===== src/rtl/prc_pkg.sv =====
// Shared types and constants for the LCD framebuffer copier.
//   copier_state_t      : sequencer states
//   LCD_CMD_*           : LCD controller command opcodes (low bits ORed in by the user)
//   LCD_*_ADDR_DFLT     : default bus addresses of the LCD command/data registers
package prc_pkg;

    typedef enum logic [2:0] {
        StIdle,
        StReq,
        StCmdPage,
        StCmdColLo,
        StCmdColHi,
        StRd,
        StWr,
        StDone
    } copier_state_t;

    localparam logic [7:0] LCD_CMD_SET_PAGE = 8'hB0;
    localparam logic [7:0] LCD_CMD_COL_LO   = 8'h00;
    localparam logic [7:0] LCD_CMD_COL_HI   = 8'h10;

    localparam logic [23:0] LCD_CMD_ADDR_DFLT  = 24'h0020FE;
    localparam logic [23:0] LCD_DATA_ADDR_DFLT = 24'h0020FF;

endpackage


===== src/rtl/bus_strobe_gen.sv =====
// Two-phase bus operation generator: one ASSERT ce cycle (exactly one strobe high) followed by
// one RELEASE ce cycle (strobes low, address/data held). The grant is only consulted when an
// ASSERT is about to start; without it the operation waits with strobes low.
//   clk_i/ce_i/rst_i : clock, clock enable, synchronous active-high reset
//   req_i, wr_i      : operation pending, kind (1 = write, 0 = read)
//   addr_i, wdata_i  : operation address and write data
//   grant_i          : bus grant
//   assert_o         : current ce cycle is the ASSERT phase
//   ack_o            : current ce cycle is the RELEASE phase (operation completes at its end)
//   bus_*_o, addr_o, wdata_o : bus signals
module bus_strobe_gen (
    input  logic        clk_i,
    input  logic        ce_i,
    input  logic        rst_i,
    input  logic        req_i,
    input  logic        wr_i,
    input  logic [23:0] addr_i,
    input  logic [7:0]  wdata_i,
    input  logic        grant_i,
    output logic        assert_o,
    output logic        ack_o,
    output logic        bus_write_o,
    output logic        bus_read_o,
    output logic [23:0] addr_o,
    output logic [7:0]  wdata_o
);

    logic release_q, release_d;

    always_comb begin
        assert_o  = req_i && !release_q && grant_i;
        ack_o     = release_q;
        release_d = release_q;
        if (assert_o) begin
            release_d = 1'b1;
        end else if (release_q) begin
            release_d = 1'b0;
        end
        bus_write_o = assert_o && wr_i;
        bus_read_o  = assert_o && !wr_i;
        addr_o      = req_i ? addr_i : 24'h000000;
        wdata_o     = (req_i && wr_i) ? wdata_i : 8'h00;
    end

    always_ff @(posedge clk_i) begin
        if (ce_i) begin
            if (rst_i) begin
                release_q <= 1'b0;
            end else begin
                release_q <= release_d;
            end
        end
    end

endmodule


===== src/rtl/prc_lcd_copier.sv =====
// Bus-master sequencer copying a PAGES x COLUMNS 1bpp framebuffer from RAM into LCD memory.
// Per page: set-page, column-low, column-high commands, then COLUMNS read/write pairs.
//   clk, reset, clk_ce : clock, synchronous active-high reset, clock enable
//   start              : level, accepted only in IDLE
//   bus_grant / bus_request : arbiter handshake
//   bus_write, bus_read, address_out, data_out, data_in : system bus
//   busy               : high from accepted start through DONE
//   done               : one ce-cycle pulse at end of frame
module prc_lcd_copier
    import prc_pkg::*;
#(
    parameter logic [23:0] FB_BASE       = 24'h001000,
    parameter logic [23:0] LCD_CMD_ADDR  = LCD_CMD_ADDR_DFLT,
    parameter logic [23:0] LCD_DATA_ADDR = LCD_DATA_ADDR_DFLT,
    parameter int unsigned COLUMNS       = 96,
    parameter int unsigned PAGES         = 8,
    parameter int unsigned COL_OFFSET    = 0
) (
    input  logic        clk,
    input  logic        reset,
    input  logic        clk_ce,
    input  logic        start,
    input  logic        bus_grant,
    output logic        bus_request,
    output logic        bus_write,
    output logic        bus_read,
    output logic [23:0] address_out,
    output logic [7:0]  data_out,
    input  logic [7:0]  data_in,
    output logic        busy,
    output logic        done
);

    localparam logic [7:0] LastCol  = 8'(COLUMNS - 1);
    localparam logic [2:0] LastPage = 3'(PAGES - 1);
    localparam logic [7:0] ColOff   = 8'(COL_OFFSET);

    copier_state_t state_q, state_d;
    logic [2:0]    page_q, page_d;
    logic [7:0]    col_q, col_d;
    logic [7:0]    byte_q;

    logic          op_req, op_wr, op_ack, op_assert;
    logic [23:0]   op_addr;
    logic [7:0]    op_data;
    logic [15:0]   fb_off;

    // Operation decode: address and data are pure functions of state, so they stay stable
    // across ASSERT and RELEASE and across any grant wait.
    always_comb begin
        fb_off  = 16'(page_q) * 16'(COLUMNS) + 16'(col_q);
        op_req  = 1'b1;
        op_wr   = 1'b1;
        op_addr = LCD_CMD_ADDR;
        op_data = 8'h00;
        case (state_q)
            StCmdPage:  op_data = LCD_CMD_SET_PAGE | {5'b00000, page_q};
            StCmdColLo: op_data = LCD_CMD_COL_LO | {4'h0, ColOff[3:0]};
            StCmdColHi: op_data = LCD_CMD_COL_HI | {4'h0, ColOff[7:4]};
            StRd: begin
                op_wr   = 1'b0;
                op_addr = FB_BASE + {8'h00, fb_off};
            end
            StWr: begin
                op_addr = LCD_DATA_ADDR;
                op_data = byte_q;
            end
            default: begin
                op_req  = 1'b0;
                op_addr = 24'h000000;
            end
        endcase
    end

    always_comb begin
        state_d = state_q;
        page_d  = page_q;
        col_d   = col_q;
        case (state_q)
            StIdle: begin
                if (start) begin
                    state_d = StReq;
                    page_d  = 3'd0;
                    col_d   = 8'd0;
                end
            end
            StReq:      if (bus_grant) state_d = StCmdPage;
            StCmdPage:  if (op_ack) state_d = StCmdColLo;
            StCmdColLo: if (op_ack) state_d = StCmdColHi;
            StCmdColHi: if (op_ack) state_d = StRd;
            StRd:       if (op_ack) state_d = StWr;
            StWr: begin
                if (op_ack) begin
                    if (col_q < LastCol) begin
                        col_d   = col_q + 8'd1;
                        state_d = StRd;
                    end else begin
                        col_d = 8'd0;
                        if (page_q == LastPage) begin
                            page_d  = 3'd0;
                            state_d = StDone;
                        end else begin
                            page_d  = page_q + 3'd1;
                            state_d = StCmdPage;
                        end
                    end
                end
            end
            StDone:  state_d = StIdle;
            default: state_d = StIdle;
        endcase
    end

    always_ff @(posedge clk) begin
        if (clk_ce) begin
            if (reset) begin
                state_q <= StIdle;
                page_q  <= 3'd0;
                col_q   <= 8'd0;
                byte_q  <= 8'h00;
            end else begin
                state_q <= state_d;
                page_q  <= page_d;
                col_q   <= col_d;
                if (op_assert && !op_wr) begin
                    byte_q <= data_in;
                end
            end
        end
    end

    bus_strobe_gen u_strobe (
        .clk_i       (clk),
        .ce_i        (clk_ce),
        .rst_i       (reset),
        .req_i       (op_req),
        .wr_i        (op_wr),
        .addr_i      (op_addr),
        .wdata_i     (op_data),
        .grant_i     (bus_grant),
        .assert_o    (op_assert),
        .ack_o       (op_ack),
        .bus_write_o (bus_write),
        .bus_read_o  (bus_read),
        .addr_o      (address_out),
        .wdata_o     (data_out)
    );

    assign bus_request = op_req || (state_q == StReq);
    assign busy        = (state_q != StIdle);
    assign done        = (state_q == StDone);

endmodule


===== config.mk =====
export PLATFORM = sky130hd
export DESIGN_NAME = prc_lcd_copier
export DESIGN_NICKNAME = d
export VERILOG_FILES = /design/src/rtl/prc_pkg.sv /design/src/rtl/bus_strobe_gen.sv /design/src/rtl/prc_lcd_copier.sv
export SDC_FILE = /design/constraint.sdc
export NUM_CORES = 1
export LEC_CHECK = 0
export BUFFER_PORTS_ARGS = -buffer_cell sky130_fd_sc_hd__buf_4
export CORE_MARGIN = 2
export CORE_UTILIZATION = 45
export DETAILED_ROUTE_END_ITERATION = 8
export GPL_TIMING_DRIVEN = 0
export PLACE_DENSITY = 0.73
export SETUP_SLACK_MARGIN = 0.3
export SLEW_MARGIN = 5
export SYNTH_ARGS = -nofsm -noshare
export SYNTH_HDL_FRONTEND = slang
export SYNTH_SLANG_ARGS = --single-unit

===== constraint.sdc =====
create_clock -name clk -period 2.7 [get_ports clk]
set_input_delay 0.81 -clock clk [delete_from_list [all_inputs] [get_ports clk]]
set_output_delay 0.81 -clock clk [all_outputs]
set_load 0.005 [all_outputs]

==> results.txt <==
* Outcome: complete, but fails checks
* Violated checks: setup timing
- Syn Area/Cell: 9.391 um^2
* DR iter-0 viols: 29
- Summing the areas of all and, or, nand and nor instances in the mapped netlist gives 19.54% of the synthesized area.
- Count of non-filler cells in the finished layout: ~280
- First-pass GRT wire length: between 5000 and 6000 um
- In this run the number of cells on the critical path is 8.
- The worst setup path is captured at an output pin.
- Slowest library cell on the worst path: sky130_fd_sc_hd__fa_1
- Counting flops with an async set or reset pin after synthesis yields a share of 0%.
* Crit-path max FO: 2
- Cells after DPL: approximately 280
- Overall global routing resource usage: 16.64%
* Cell type with the highest occurrence count on the critical path: sky130_fd_sc_hd__buf_4
* Setup repair after global routing missed its margin: yes
* Number of buffer and inverter stages on the critical path: 2
- The synthesized design devotes to its leading area cell type 41.32% of total area.
- Remaining DRCs: 0
- Prior to clock tree synthesis, the placed netlist has a worst setup slack of -0.1877 ns.
- Static timing analysis puts the maximum clock frequency at 0.3298 GHz.
- The final layout contains 260 nets.
- The most critical setup path has its endpoint at address_out[9].
- Setup slack on the critical path of the routed design comes to -0.3320 ns.
- Total count of hold-check failures in the final report: 0
- Hold/Removal Path Class: reg -> reg
- At the pin with the least slew margin, the transition time is approximately 0.7 ns.
- Once layout is complete, the utilization of the core stands at 60.83%.
- Among all cell types in the netlist, the one instantiated most often is sky130_fd_sc_hd__edfxtp_1.
- Headroom to the max-slew limit came out at 53.20%.
* Die width: around 65 um
- During I/O placement, the number of pins put on the boundary was 50.
* Layout cells sized above 1: slightly above 30%
- Worst hold-check slack: 0.6362 ns
- The clock passes through at most 2 buffers.
* Routed WL per cell: 11.72 um
- Commonest cells in the netlist: sky130_fd_sc_hd__edfxtp_1 (23), sky130_fd_sc_hd__nor2_1 (21), sky130_fd_sc_hd__inv_1 (18)
- In the finished design, the share of the clock period the worst path needs comes to 112.3%.
- The signal on the critical path passes through buf_4 -> fa_1 -> ha_4 -> nor2b_1 -> o21ai_1 -> xnor2_1 -> nor2_1 -> buf_4.
* Clock tree root buffer cell: sky130_fd_sc_hd__clkbuf_8
- The Yosys step of the flow raised 0 warnings.
- For this run the aggregate overflow at the end of global routing stands at 0.
- In this run the standard cell core region covers 3606 um^2.
- At the worst endpoint, the arrival time is 2.22 ns.
- The filler cells instantiated in the layout total 324.
- Layout area overhead: 31.21%
- Ranking of synthesized cells by area: sky130_fd_sc_hd__edfxtp_1 (41%), sky130_fd_sc_hd__ha_1 (6.0%), sky130_fd_sc_hd__buf_4 (4.9%)
* Starting density of the core: 46.36%
- Final setup violation count: 5
* Detail Route Antenna Nets: 0
- The routed layout has 1,355 vias.
- Counting flops with a built-in enable in the synthesized netlist gives 23.
- Counting every sink on the clock net gives 23.
* Leak: around 1 nW
- Summing the areas of all compound-gate instances in the mapped netlist gives 12.95% of the synthesized area.
- At the worst endpoint, the required time is 1.89 ns.
* FF-to-FF setup slack: between 0.7 and 0.8 ns
- Largest family of logic cells by synthesized area: simple AND/OR/NAND/NOR gates
- Number of inserted diodes: 0
- For the final database, setup skew stands at 0.002417 ns.
- After floorplanning, the core was divided into 22 placement rows.
* R2R Path Start: state_q[1]$_SDFFCE_PP0P_
* Commonest register cell after synthesis: sky130_fd_sc_hd__edfxtp_1
- Fraction of the yosys area taken by sequential cells: between 40% and 50%
- Counting the buffers created by CTS gives 3.
- Summed over all instances, the cell type with the most area after synthesis is sky130_fd_sc_hd__edfxtp_1.
- The endpoint identified for the worst register-to-register timing path is col_q[4]$_SDFFCE_PP0P_.
* Placer Congestion: between 0.8 and 0.9
* Mux share of post-synthesis cell area: about 1.8%
- Port buffering added 38 buffers.
- After Yosys synthesis, full adders, half adders and majority gates account for 8.383% of the synthesized area.
- The die covers 4219 um^2.
- Summed over all layers, the routed wires come to 3329 um.
- Y dimension of the die: 64.95 um
- The most critical setup path has its startpoint at page_q[1]$_SDFFCE_PP0P_.
- After technology mapping, the gate count stands at 178.
* Average vias per placed instance: 4.771
- Summing the areas of all xor and xnor instances in the mapped netlist gives 4.192% of the synthesized area.
- CP top delay family: adder cells
- Slew Viols, Final: 0
- The number of different library cells used by synthesis comes to 34.
- Power spread over the standard cell area amounts to approximately 440 nW/um^2.
* Element type at the critical path start: register
* Clock Pin Slew Worst Setup and Hold Paths: ~0.08 ns
- Max-cap violations in this run came to 0.
- TritonCTS clock tree: yes
- Shortest period the worst path allows: 3.032 ns
* Antenna violations before repair: 0
* Start-to-end type of the worst setup path: reg -> out
- CTS built an H-tree with a depth of 1.
- #FFs+latches synth: 23
- IR analysis of the VDD net gives a maximum drop of 0.2343 mV.
- The largest single stage delay on the critical path is 0.59 ns.
- Clock latency on the worst-skew pair, taken at its later pin, is 0.26 ns.
* Area of the mapped netlist: 1672 um^2
- Depth of the worst register-to-register path: 6
- For this run, the detailed router's first-pass iteration total came to 4.
- HPWL after DPL: roughly 2600 um
- Entering global routing, the biggest net connects 14 pins.
- Vias in the first global route: roughly 1,200
## flip-flops by register name, summed over array words and instances (netlist names)
| signal | count |
|---|---|
| byte_q | 8 |
| state_q | 3 |
| page_q | 3 |
| u_strobe.ack_o | 1 |
| col_q | 8 |
## worst register-to-register path, delay by kind of cell (launching register included)
family	cells	cell delay [ns]
AND/OR/NAND/NOR	4	0.91
flip-flops	1	0.38
buffers and inverters	2	0.29
## what timing repair did
item	in CTS	in global routing
hold buffers	0	0
pin swaps	1	0
setup buffers	5	0
setup endpoints to repair	7	14
gates resized for setup	4	7
## power by group
group / internal, mW / switching (mW)
clock network: 0.103 / 0.109
logic: 0.171 / 0.149
registers: 0.420 / 0.0175
total: 0.695 / 0.276
## layer usage
metal	track usage (%)	up-vias	wire, um
met5	0	-	0
met3	1.563	4	137
met1	20.82	616	1463
met2	29.64	34	1682
li1	-	701	-
met4	6.117	0	46
## stage by stage
step	TNS [ns]	power (mW)	instance area [um^2]
2_1_floorplan	0	0.6270	1728
3_3_place_gp	-0.3157	0.7314	2073
3_5_place_dp	-0.4549	0.7353	2073
4_1_cts	-1.407	0.9765	2186
5_1_grt	-1.792	1.030	2193
6_report	-1.309	0.9706	2193
## area by class of cell
class | instances | area [um^2] | share of cell area [%]
inverter | 18 | 67.56 | 3.080
tap | 48 | 60.06 | 2.738
multi-input combinational | 130 | 859.6 | 39.19
sequential | 23 | 690.7 | 31.49
buffer | 18 | 133.9 | 6.104
clock inverter | 1 | 5.005 | 0.2282
clock buffer | 3 | 41.29 | 1.882
timing repair buffer | 43 | 335.3 | 15.29
## worst min path at each step
| stage | slack [ns] | startpoint | cells after the start | end |
|---|---|---|---|---|
| 2_1_floorplan | 0.59 | col_q[0]$_SDFFCE_PP0P_ | 1 | col_q[0]$_SDFFCE_PP0P_ |
| 3_3_place_gp | 0.62 | col_q[0]$_SDFFCE_PP0P_ | 1 | col_q[0]$_SDFFCE_PP0P_ |
| 3_5_place_dp | 0.63 | col_q[0]$_SDFFCE_PP0P_ | 1 | col_q[0]$_SDFFCE_PP0P_ |
| 4_1_cts | 0.64 | col_q[0]$_SDFFCE_PP0P_ | 1 | col_q[0]$_SDFFCE_PP0P_ |
| 5_1_grt | 0.67 | col_q[0]$_SDFFCE_PP0P_ | 1 | col_q[0]$_SDFFCE_PP0P_ |
| 6_report | 0.64 | col_q[0]$_SDFFCE_PP0P_ | 1 | col_q[0]$_SDFFCE_PP0P_ |
## cell usage in the layout (no fill, tap or decap), types with 2 or more instances in the layout
master                     netlist  layout
sky130_fd_sc_hd__inv_1          18      18
sky130_fd_sc_hd__fa_1            2       2
sky130_fd_sc_hd__buf_6           2       2
sky130_fd_sc_hd__a21o_1          8       8
sky130_fd_sc_hd__xnor2_1         6       6
sky130_fd_sc_hd__o21ai_1         0       2
sky130_fd_sc_hd__clkbuf_2        0       2
sky130_fd_sc_hd__edfxtp_1       23      23
sky130_fd_sc_hd__o21ai_0        10       8
sky130_fd_sc_hd__buf_4          11      54
sky130_fd_sc_hd__nor3b_1         3       3
sky130_fd_sc_hd__nand2b_1        2       2
sky130_fd_sc_hd__and3_1          3       3
sky130_fd_sc_hd__xor2_1          2       2
sky130_fd_sc_hd__a21oi_1        10       9
sky130_fd_sc_hd__ha_1            8       6
sky130_fd_sc_hd__nor2b_1        13      12
sky130_fd_sc_hd__nor3_1          8       8
sky130_fd_sc_hd__nand3_1         2       2
sky130_fd_sc_hd__mux2i_1         3       3
sky130_fd_sc_hd__conb_1          1      12
sky130_fd_sc_hd__nor2_1         21      20
sky130_fd_sc_hd__o21a_1          2       2
sky130_fd_sc_hd__clkbuf_8        0       3
sky130_fd_sc_hd__nor4_1          2       2
sky130_fd_sc_hd__nand2_1         4       4
## logic make-up (layout without fill, tap and decap cells)
kind of cell    after synthesis  in the layout
compound gates               35             35
xor+xnor                      8              8
fa+ha+maj                    10             10
buf+inv                      36             83
flops                        23             23
mux                           3              3
other cells                   1             12
simple gates                 62             62
(Power assumes the default switching activity.)
